==> config.mk <==
export PLATFORM = sky130hd
export DESIGN_NAME = data_sram_responder
export DESIGN_NICKNAME = d
export VERILOG_FILES = /design/src/rtl/data_sram_responder_pkg.sv /design/src/rtl/data_sram_responder_resp_fifo.sv /design/src/rtl/data_sram_responder.sv
export SDC_FILE = /design/constraint.sdc
export NUM_CORES = 1
export LEC_CHECK = 0
export BUFFER_PORTS_ARGS = -buffer_cell sky130_fd_sc_hd__buf_2
export CAP_MARGIN = 20
export CORE_ASPECT_RATIO = 0.5
export CORE_MARGIN = 2
export CORE_UTILIZATION = 50
export CTS_BUF_LIST = sky130_fd_sc_hd__clkbuf_4 sky130_fd_sc_hd__clkbuf_8
export DETAILED_ROUTE_END_ITERATION = 12
export PLACE_DENSITY = 0.81
export SLEW_MARGIN = 30
export SYNTH_ARGS = -nofsm -noshare
export SYNTH_HDL_FRONTEND = slang
export SYNTH_HIERARCHICAL = 1
export SYNTH_SLANG_ARGS = --single-unit
export TNS_END_PERCENT = 5
==> constraint.sdc <==
create_clock -name clk -period 3.03 [get_ports clk]
set_input_delay 0.303 -clock clk [delete_from_list [all_inputs] [get_ports clk]]
set_output_delay 0.303 -clock clk [all_outputs]
set_load 0.01 [all_outputs]
==> src/rtl/data_sram_responder_pkg.sv <==
// Shared definitions for the data SRAM responder.
// Size codes, default depths and the response entry layout.
package data_sram_responder_pkg;

  localparam logic [1:0] SIZE_B = 2'd0;
  localparam logic [1:0] SIZE_H = 2'd1;
  localparam logic [1:0] SIZE_W = 2'd2;

  localparam int OUTSTANDING_DEF = 2;
  localparam int RESP_DELAY_DEF  = 0;

  typedef struct packed {
    logic        wr;
    logic [1:0]  size;
    logic [31:0] data;
  } resp_ent_t;

  function automatic int idx_w(input int depth);
    return (depth > 1) ? $clog2(depth) : 1;
  endfunction

endpackage

==> src/rtl/data_sram_responder_resp_fifo.sv <==
// In-order response entry store: head/tail/count plus a
// late data write port for SRAM read data arriving a cycle later.
module data_sram_responder_resp_fifo
  import data_sram_responder_pkg::*;
#(
  parameter int DEPTH = OUTSTANDING_DEF,
  parameter int IW    = idx_w(DEPTH),
  parameter int CW    = $clog2(DEPTH + 1)
) (
  input  logic          clk,
  input  logic          resetn,
  input  logic          push,
  input  resp_ent_t     push_ent,
  input  logic          pop,
  input  logic          cap_en,
  input  logic [IW-1:0] cap_idx,
  input  logic [31:0]   cap_data,
  output resp_ent_t     head_ent,
  output logic [IW-1:0] head_idx,
  output logic [IW-1:0] tail_idx,
  output logic [CW-1:0] count
);

  localparam int NS = 1 << IW;

  resp_ent_t     slot [NS];
  logic [IW-1:0] head;
  logic [IW-1:0] tail;
  logic [CW-1:0] cnt;

  function automatic logic [IW-1:0] nxt(input logic [IW-1:0] p);
    if (DEPTH == 1) return '0;
    return p + 1'b1;
  endfunction

  always_ff @(posedge clk or negedge resetn) begin
    if (!resetn) begin
      head <= '0;
      tail <= '0;
      cnt  <= '0;
      for (int i = 0; i < NS; i++) slot[i] <= '0;
    end else begin
      if (cap_en) slot[cap_idx].data <= cap_data;
      // a freshly accepted entry always wins its slot
      if (push) begin
        slot[tail] <= push_ent;
        tail       <= nxt(tail);
      end
      if (pop) head <= nxt(head);
      unique case ({push, pop})
        2'b10:   cnt <= cnt + 1'b1;
        2'b01:   cnt <= cnt - 1'b1;
        default: cnt <= cnt;
      endcase
    end
  end

  assign head_ent = slot[head];
  assign head_idx = head;
  assign tail_idx = tail;
  assign count    = cnt;

endmodule

==> src/rtl/data_sram_responder.sv <==
// SRAM-like data interface responder with in-order data_ok.
// req/addr in, addr_ok/data_ok/rdata out, ram_* to a 1-cycle SRAM.
module data_sram_responder
  import data_sram_responder_pkg::*;
#(
  parameter int OUTSTANDING = OUTSTANDING_DEF,
  parameter int RESP_DELAY  = RESP_DELAY_DEF,
  parameter int RAM_AW      = 16
) (
  input  logic              clk,
  input  logic              resetn,
  input  logic              req,
  input  logic              wr,
  input  logic [1:0]        size,
  input  logic [3:0]        wstrb,
  input  logic [31:0]       addr,
  input  logic [31:0]       wdata,
  output logic              addr_ok,
  output logic              data_ok,
  output logic [31:0]       rdata,
  output logic              ram_en,
  output logic [3:0]        ram_wen,
  output logic [RAM_AW-1:0] ram_addr,
  output logic [31:0]       ram_wdata,
  input  logic [31:0]       ram_rdata
);

  localparam int IW = idx_w(OUTSTANDING);
  localparam int CW = $clog2(OUTSTANDING + 1);

  logic [CW-1:0] count;
  logic [IW-1:0] head_idx;
  logic [IW-1:0] tail_idx;
  logic [IW-1:0] pend_idx;
  logic          pending;
  logic          armed;
  logic [3:0]    dly;
  logic [3:0]    dly_eff;
  logic          accept;
  logic          pop;
  logic          busy;
  logic          bypass;
  resp_ent_t     head_ent;
  resp_ent_t     push_ent;
  logic          unused_bits;

  assign accept = req && resetn && (count < CW'(OUTSTANDING));
  assign busy   = (count != '0);

  // a head that was not armed yet sees a freshly loaded counter
  assign dly_eff = armed ? dly : 4'(RESP_DELAY);
  assign pop     = resetn && busy && (dly_eff == 4'd0);

  assign addr_ok   = accept;
  assign data_ok   = pop;
  assign ram_en    = accept;
  assign ram_wen   = (accept && wr) ? wstrb : 4'b0;
  assign ram_addr  = addr[RAM_AW+1:2];
  assign ram_wdata = wdata;

  assign push_ent = '{wr: wr, size: size, data: 32'd0};

  // read data still on the SRAM bus when its entry pops
  assign bypass = pop && pending && (pend_idx == head_idx);
  assign rdata  = bypass ? ram_rdata : head_ent.data;

  always_ff @(posedge clk or negedge resetn) begin
    if (!resetn) begin
      pending  <= 1'b0;
      pend_idx <= '0;
      armed    <= 1'b0;
      dly      <= 4'd0;
    end else begin
      pending <= accept && !wr;
      if (accept && !wr) pend_idx <= tail_idx;
      if (pop) begin
        armed <= 1'b0;
      end else if (busy) begin
        armed <= 1'b1;
        dly   <= dly_eff - 4'd1;
      end
    end
  end

  data_sram_responder_resp_fifo #(
    .DEPTH (OUTSTANDING)
  ) u_fifo (
    .clk      (clk),
    .resetn   (resetn),
    .push     (accept),
    .push_ent (push_ent),
    .pop      (pop),
    .cap_en   (pending),
    .cap_idx  (pend_idx),
    .cap_data (ram_rdata),
    .head_ent (head_ent),
    .head_idx (head_idx),
    .tail_idx (tail_idx),
    .count    (count)
  );

  assign unused_bits = ^{head_ent.wr, head_ent.size,
                         addr[31:RAM_AW+2], addr[1:0]};

endmodule

==> results of run 1 <==
[flip-flops by register name, indices dropped and copies added (netlist names)]
| name | flops |
|---|---|
| u_fifo/head_idx | 1 |
| armed | 1 |
| pending | 1 |
| u_fifo/tail_idx | 1 |
| pend_idx | 1 |
| u_fifo/count | 2 |
| dly | 4 |
| u_fifo/slot | 64 |
[placed cells by master, fill, tap and decap left out, types with 2 or more instances in the layout]
cell type                    n
sky130_fd_sc_hd__buf_2      77
sky130_fd_sc_hd__dfrtp_1    75
sky130_fd_sc_hd__mux2i_1    66
sky130_fd_sc_hd__conb_1     64
sky130_fd_sc_hd__nand2_1    36
sky130_fd_sc_hd__mux2_2     36
sky130_fd_sc_hd__nor2_1     36
sky130_fd_sc_hd__a21oi_1    34
sky130_fd_sc_hd__mux2_4     30
sky130_fd_sc_hd__o21ai_0    28
sky130_fd_sc_hd__clkbuf_8    9
sky130_fd_sc_hd__buf_4       9
sky130_fd_sc_hd__o21ai_1     5
sky130_fd_sc_hd__and2_1      4
sky130_fd_sc_hd__xnor2_1     3
sky130_fd_sc_hd__ha_1        3
sky130_fd_sc_hd__bufinv_16   3
sky130_fd_sc_hd__buf_12      3
sky130_fd_sc_hd__xor2_1      3
sky130_fd_sc_hd__o211a_1     2
sky130_fd_sc_hd__nor3_1      2
sky130_fd_sc_hd__inv_1       2
sky130_fd_sc_hd__clkinv_2    2
sky130_fd_sc_hd__nand2b_2    2
[layout make-up]
type / count / area [sq um]
clock buffers: 9 / 124
clock inverters: 7 / 116
fillers: 838 / 4010
flip-flops and latches: 75 / 1880
well taps: 135 / 169
inverters: 2 / 7.51
repair buffers: 89 / 513
multi-input cells: 366 / 2630
[routing by layer]
metal	GRT usage (%)	vias to the layer above	wire [microns]
li1	-	1641	-
met3	6.39	30	582
met2	33.8	87	4800
met5	0	-	0
met4	9.15	0	235
met1	22.6	1527	4290
[stage by stage]
stage	hold slack, ns	power (mW)
floorplan	0.00741	3.71
global placement	0.422	4.18
detailed placement	0.425	4.31
CTS	0.0260	5.25
global route	0.0501	5.59
finish	0.0256	5.20
[worst min path at each step]
stage               startpoint                        end  slack (ns)
floorplan               resetn          armed$_DFFE_PN0P_       0.007
global route            resetn  u_fifo/slot[17]$_DFF_PN0_        0.05
CTS                     resetn         dly[3]$_DFFE_PN0P_        0.03
global placement        resetn  u_fifo/slot[60]$_DFF_PN0_        0.42
finish                  resetn  u_fifo/slot[25]$_DFF_PN0_        0.03
detailed placement      resetn  u_fifo/slot[25]$_DFF_PN0_        0.43
[power by group]
group | switching (mW) | internal, mW
clock | 0.382 | 0.545
combinational | 1.08 | 1.40
sequential | 0.299 | 1.49
total | 1.76 | 3.43
[what timing repair did]
| item | 4_1_cts | 5_1_grt |
|---|---|---|
| setup buffers | 0 | 3 |
| resized for setup | 0 | 0 |
| endpoints found under the setup margin | 0 | 17 |
==> impl_summary.md, run 1 <==
Outcome
The flow ran to the end, and the final reports show no timing, DRC or antenna violations.

Floorplan
Once the floorplan was initialized, standard cells occupied 51.5% of the core. The number of top-level design ports is 193. The die is 73.8 microns tall. In this run the core area contains 25 standard-cell rows. The die is 144 microns wide. The floorplan core area is 9450 sq um. The area of the die is 10,600 sq um.

Timing
The worst pin sits at a relative slew slack of 52.6%. The total negative slack is 0 ns. The max-slew violation count is 0. The worst path meets setup with 0.464 ns of slack. The number of hold-slack violations in the final timing report is 0. Dividing the final minimum period by the clock period gives 84.7%. For the pin with the worst max-slew slack, the measured transition is 0.708 ns. Timing would allow up to 0.390 GHz. Setup repair after global routing left no endpoint under its margin. The final worst clock skew is 0.00532 ns.

The worst path needs 2.57 ns of the cycle, external delays included. The final number of setup-violating endpoints is 0.

Place
The HPWL after detailed placement is 6700 microns. At the placement stage, the worst setup path has a slack of 0.432 ns. The final weighted congestion in routability-driven placement is 0.714. The placed instance count is 664. Once placement finished, the instance area stood at 5160 sq um. Port buffering added 78 buffers.

Yosys
After synthesis the cells add up to 4870 sq um. In this run the mean area of a mapped cell was 10.6 sq um. Synthesis produced 457 cells. The number of warning messages in the yosys log is 6.

GRT
The first-pass GRT wire length is 15,900 microns. For this run, the total global-route usage over all layers was measured as 19.6%. The leftover overflow at the end of global routing is 0. The pin count of the biggest net entering global routing is 65.

The initial antenna violation count is 0. The via count of the first global-routing pass was 3,296.

Clocking
After clock tree synthesis, the clock-pin slew on the worst setup and hold paths is 0.08 ns. The clock sink count is 75. The maximum buffer depth of the clock tree is 2. The root buffer cell chosen for the clock tree is sky130_fd_sc_hd__clkbuf_8.

The CTS tree is built. For the worst-skew pair, the clock arrives at the later sink with an insertion delay of 0.36 ns. The count of hold buffers inserted by post-cts repair is 0. The total number of H-tree levels is 3.

Counting the buffers created by CTS gives 9.

Run
The max capacitance violation total is 0.

Critical path
The data required time at the worst endpoint is 2.73 ns. The worst setup path endpoint is rdata[23]. The most critical setup path has its startpoint at armed$_DFFE_PN0P_. The sort of element at the end of the critical path is an output port. The worst register-to-register path begins at armed$_DFFE_PN0P_. The number of cell instances on the worst register-to-register path is 8. The largest individual stage delay along the critical path comes from the cell sky130_fd_sc_hd__dfrtp_1. The setup check on the worst reg-to-reg path leaves a slack of 1.08 ns. In this design, the stage delay of the slowest critical-path cell is 0.45 ns.

The critical path goes through nand2_1 -> ha_1 -> o211a_1 -> nand4_4 -> buf_12 -> mux2_4 -> buf_2. The data arrival time at the worst-slack endpoint is 2.26 ns. The critical path is of the reg -> out type. In this run the worst path has a maximum fanout of 17.

Counting both buffers and inverters, the worst setup path holds a total of 2. In this design, the largest share of critical-path delay is due to flip-flops. In this run the number of cells on the critical path is 7. STA classifies the critical path startpoint as a register. The end of the worst register-to-register path is u_fifo/count[1]$_DFFE_PN0P_.

Routing
The number of iterations in the first detailed-routing pass is 4. For this run, design rule violations remaining after detail routing come to 0. The count of vias placed by the detailed router is 3,285.

The total wire length after detailed routing is 9900 microns. The per-cell routed wire length is 14.5 microns. The initial DRC count is 154. The detail route stage leaves a number of antenna-violating nets equal to 0. The detailed-route vias per instance is 4.81.

Hold path
The type of the worst min-delay path is in -> async.

Power
The power per unit of standard cell area is 955 nW/um^2. The worst voltage drop across the vdd grid is 0.341 mV. The reported leakage power is 2.98 nW.

Final layout
The count of non-filler cells in the finished layout is 683. The final standard cell utilization of the core is 57.6%. In the final design database the tool counted 652 nets.

0 antenna diodes ended up in the layout. The synthesis-to-layout area growth is 11.8%. Of the cells placed in the final design, the portion with a size suffix greater than 1 is 32.8%. After routing the design area is 5440 sq um.
Note: power is estimated with default switching activity, not from simulation.
==> run 2, diff against run 1 <==
--- a/config.mk
+++ b/config.mk
@@ -9,10 +9,10 @@
 export CAP_MARGIN = 20
 export CORE_ASPECT_RATIO = 0.5
 export CORE_MARGIN = 2
-export CORE_UTILIZATION = 50
+export CORE_UTILIZATION = 46
 export CTS_BUF_LIST = sky130_fd_sc_hd__clkbuf_4 sky130_fd_sc_hd__clkbuf_8
 export DETAILED_ROUTE_END_ITERATION = 12
-export PLACE_DENSITY = 0.81
+export PLACE_DENSITY = 0.79
 export SLEW_MARGIN = 30
 export SYNTH_ARGS = -nofsm -noshare
 export SYNTH_HDL_FRONTEND = slang
==> constraint.sdc (replaced) <==
create_clock -name clk -period 2.3 [get_ports clk]
set_input_delay 0.23 -clock clk [delete_from_list [all_inputs] [get_ports clk]]
set_output_delay 0.23 -clock clk [all_outputs]
set_load 0.01 [all_outputs]
==> impl_summary.md, run 2 (same netlist as run 1, synthesis figures left out) <==
Hold path
Counting instances, the worst hold path has a depth of 2. The type of the worst min-delay path is in -> reg (was in -> async).

Routing
The number of iterations in the first detailed-routing pass is 4 (unchanged). The detailed-route vias per instance is 4.89 (was 4.81). The total wire length after detailed routing is 10,400 microns (was 9900 microns). The count of vias placed by the detailed router is 3,389 (was 3,285). The per-cell routed wire length is 15.1 microns (was 14.5 microns). The post-detailed-route count of antenna-violating nets is 0 (unchanged). The post-route DRC violation count is 0 (unchanged).

The initial DRC count is 110 (was 154).

Critical path
The sort of element at the end of the critical path is an output port (unchanged). The reg2reg setup slack is 0.37 ns (was 1.08 ns). The data required time at the worst endpoint is 2.07 ns (was 2.73 ns). The number of cell instances on the worst register-to-register path is 3 (was 8).

The largest fanout on the critical path is 13 (was 17). The data arrival time at the worst-slack endpoint is 2.04 ns (was 2.26 ns). The type of the worst setup path is reg -> out (unchanged). The nature of the critical path startpoint is a register (unchanged).

Place
The placed instance count is 672 (was 664). The worst slack at placement is 0.274 ns (was 0.432 ns). The number of port buffers was 78 (unchanged).

The post-place instance area is 5210 sq um (was 5160 sq um). The HPWL after detailed placement was 6930 microns (was 6700 microns). The final weighted congestion in routability-driven placement is 0.767 (was 0.714).

Clocking
The cell chosen for the clock root is sky130_fd_sc_hd__clkbuf_8 (unchanged). The number of buffers created by CTS is 9 (unchanged). The clock sink count was 75 (unchanged). The clock latency reported for the late side of the worst-skew pair is 0.36 ns (about the same).

The total number of H-tree levels was 3 (unchanged). The maximum buffer depth of the clock tree came to 2 (unchanged). The CTS tree is built (unchanged).

The clock slew at the register clock pins of the worst setup and hold paths was 0.08 ns (about the same).

GRT
The initial antenna violation count is 1 (was 0). The total routing resource utilization after global routing is 18.6% (was 19.6%). The leftover overflow at the end of global routing is 0 (unchanged). The pin count of the biggest net entering global routing is 65 (unchanged). The first-pass GRT wire length is 17,000 microns (was 15,900 microns). The via count of the first global-routing pass came to 3,464 (was 3,296).

Floorplan
The die span in x is 149 microns (was 144 microns). The area of the die is 11,500 sq um (was 10,600 sq um). The number of top-level design ports is 193 (unchanged). The die height is 76.7 microns (was 73.8 microns). The floorplan core area was 10,200 sq um (was 9450 sq um). The cell row count came to 26 (was 25).

The initial cell density of the core came to 47.5% (was 51.5%).

Timing
The max-slew violation count is 0 (unchanged). The final number of setup-violating endpoints is 0 (unchanged). The setup slack of the critical path after layout is 0.0344 ns (was 0.464 ns). The highest achievable clock rate is 0.441 GHz. The headroom to the max-slew limit was 45.1% (was 52.6%). The final worst clock skew is 0.00793 ns (was 0.00532 ns). The final hold slack is 0.0808 ns (was 0.0256 ns). The post-route minimum period is 2.27 ns. Unrepaired setup endpoints after global routing: yes (was no). The measured slew at the worst slew-check pin is 0.823 ns (was 0.708 ns). The portion of the clock cycle consumed by the worst path in the final layout is 98.5%. The number of hold-slack violations in the final timing report is 0 (unchanged).

Final layout
The final net count is 656 (was 652). Commonest non-fill, non-tap cells in the layout: sky130_fd_sc_hd__dfrtp_1 (75), sky130_fd_sc_hd__mux2i_1 (66), sky130_fd_sc_hd__conb_1 (64) (was sky130_fd_sc_hd__buf_2 (77), sky130_fd_sc_hd__dfrtp_1 (75), sky130_fd_sc_hd__mux2i_1 (66)). The flip-flop count of the largest register, all copies and words added is 64 (unchanged). The largest register by flop count is u_fifo/slot (unchanged). The most common cell after layout, fill and taps aside was sky130_fd_sc_hd__dfrtp_1 (was sky130_fd_sc_hd__buf_2). The synthesis-to-layout area growth is 15.6% (was 11.8%). The count of non-filler cells in the finished layout was 693 (was 683).

The post-layout instance area is 5620 sq um (was 5440 sq um). The share of layout cells above drive strength 1 is 33.9% (was 32.8%).

Power
The worst voltage drop across the vdd grid is 0.381 mV (was 0.341 mV). The power per unit of standard cell area is 1310 nW/um^2 (was 955 nW/um^2). The total power consumption of the routed design is 7.36 mW (was 5.20 mW). The reported leakage power is 3.05 nW (was 2.98 nW).

Run
The max capacitance violation total is 0 (unchanged).

Outcome
Run status: completed (unchanged).
==> run 2: final timing paths <==
kind                                                   from                          end
worst max-delay path                      armed$_DFFE_PN0P_                    rdata[16]
worst min-delay path                                     wr            pending$_DFF_PN0_
worst max register to register  u_fifo/count[1]$_DFFE_PN0P_     u_fifo/slot[4]$_DFF_PN0_
worst min register to register  u_fifo/tail_idx$_DFFE_PN0P_  u_fifo/tail_idx$_DFFE_PN0P_
max in group asynchronous                            resetn    u_fifo/slot[55]$_DFF_PN0_
min in group asynchronous                            resetn           dly[1]$_DFFE_PN0P_
==> run 2: per-layer routing <==
layer,global-route usage (%),routed length [microns],vias to the layer above
met1,21.6,4240,1618
met4,6.38,244,0
met5,0,0,-
li1,-,-,1657
met2,32.8,5380,87
met3,5.77,581,27
==> run 2: cell type report <==
type	instances	area [sq um]
clock buffer	11	145
sequential	75	1880
tap	140	175
timing repair buffer	93	649
clock inverter	5	100
fill	878	4620
multi-input combinational	366	2670
inverter	2	7.51
antenna	1	2.50
==> run 2: power by group <==
part / switching (mW) / leakage, nW / internal (mW) / total, mW
Sequential: 0.398 / 0.875 / 1.97 / 2.37
Clock: 0.497 / 0.127 / 0.759 / 1.26
Combinational: 1.56 / 2.05 / 2.18 / 3.74
==> run 2: timing repair <==
action / in CTS / in global routing
setup buffers: 1 / 2
hold buffers: 1 / 0
endpoints found under the setup margin: 32 / 32
pin swaps: 0 / 2
resized for setup: 4 / 20
hold endpoints to repair: 11 / 0
==> run 2: critical path, cell delays in order, from the launching register on <==
cell	delay (ns)
sky130_fd_sc_hd__dfrtp_1	0.43
sky130_fd_sc_hd__nand2_2	0.13
sky130_fd_sc_hd__ha_4	0.16
sky130_fd_sc_hd__o211a_4	0.17
sky130_fd_sc_hd__nand4_4	0.11
sky130_fd_sc_hd__buf_6	0.20
sky130_fd_sc_hd__mux2_4	0.31
sky130_fd_sc_hd__buf_2	0.14
==> run 2: per-stage QoR <==
stage / TNS [ns] / utilization [%]
detailed placement: 0 / 50.8
global placement: 0 / 50.8
finish: 0 / 54.9
floorplan: 0 / -
CTS: -0.0899 / 53.6
global route: -1.15 / 54.8
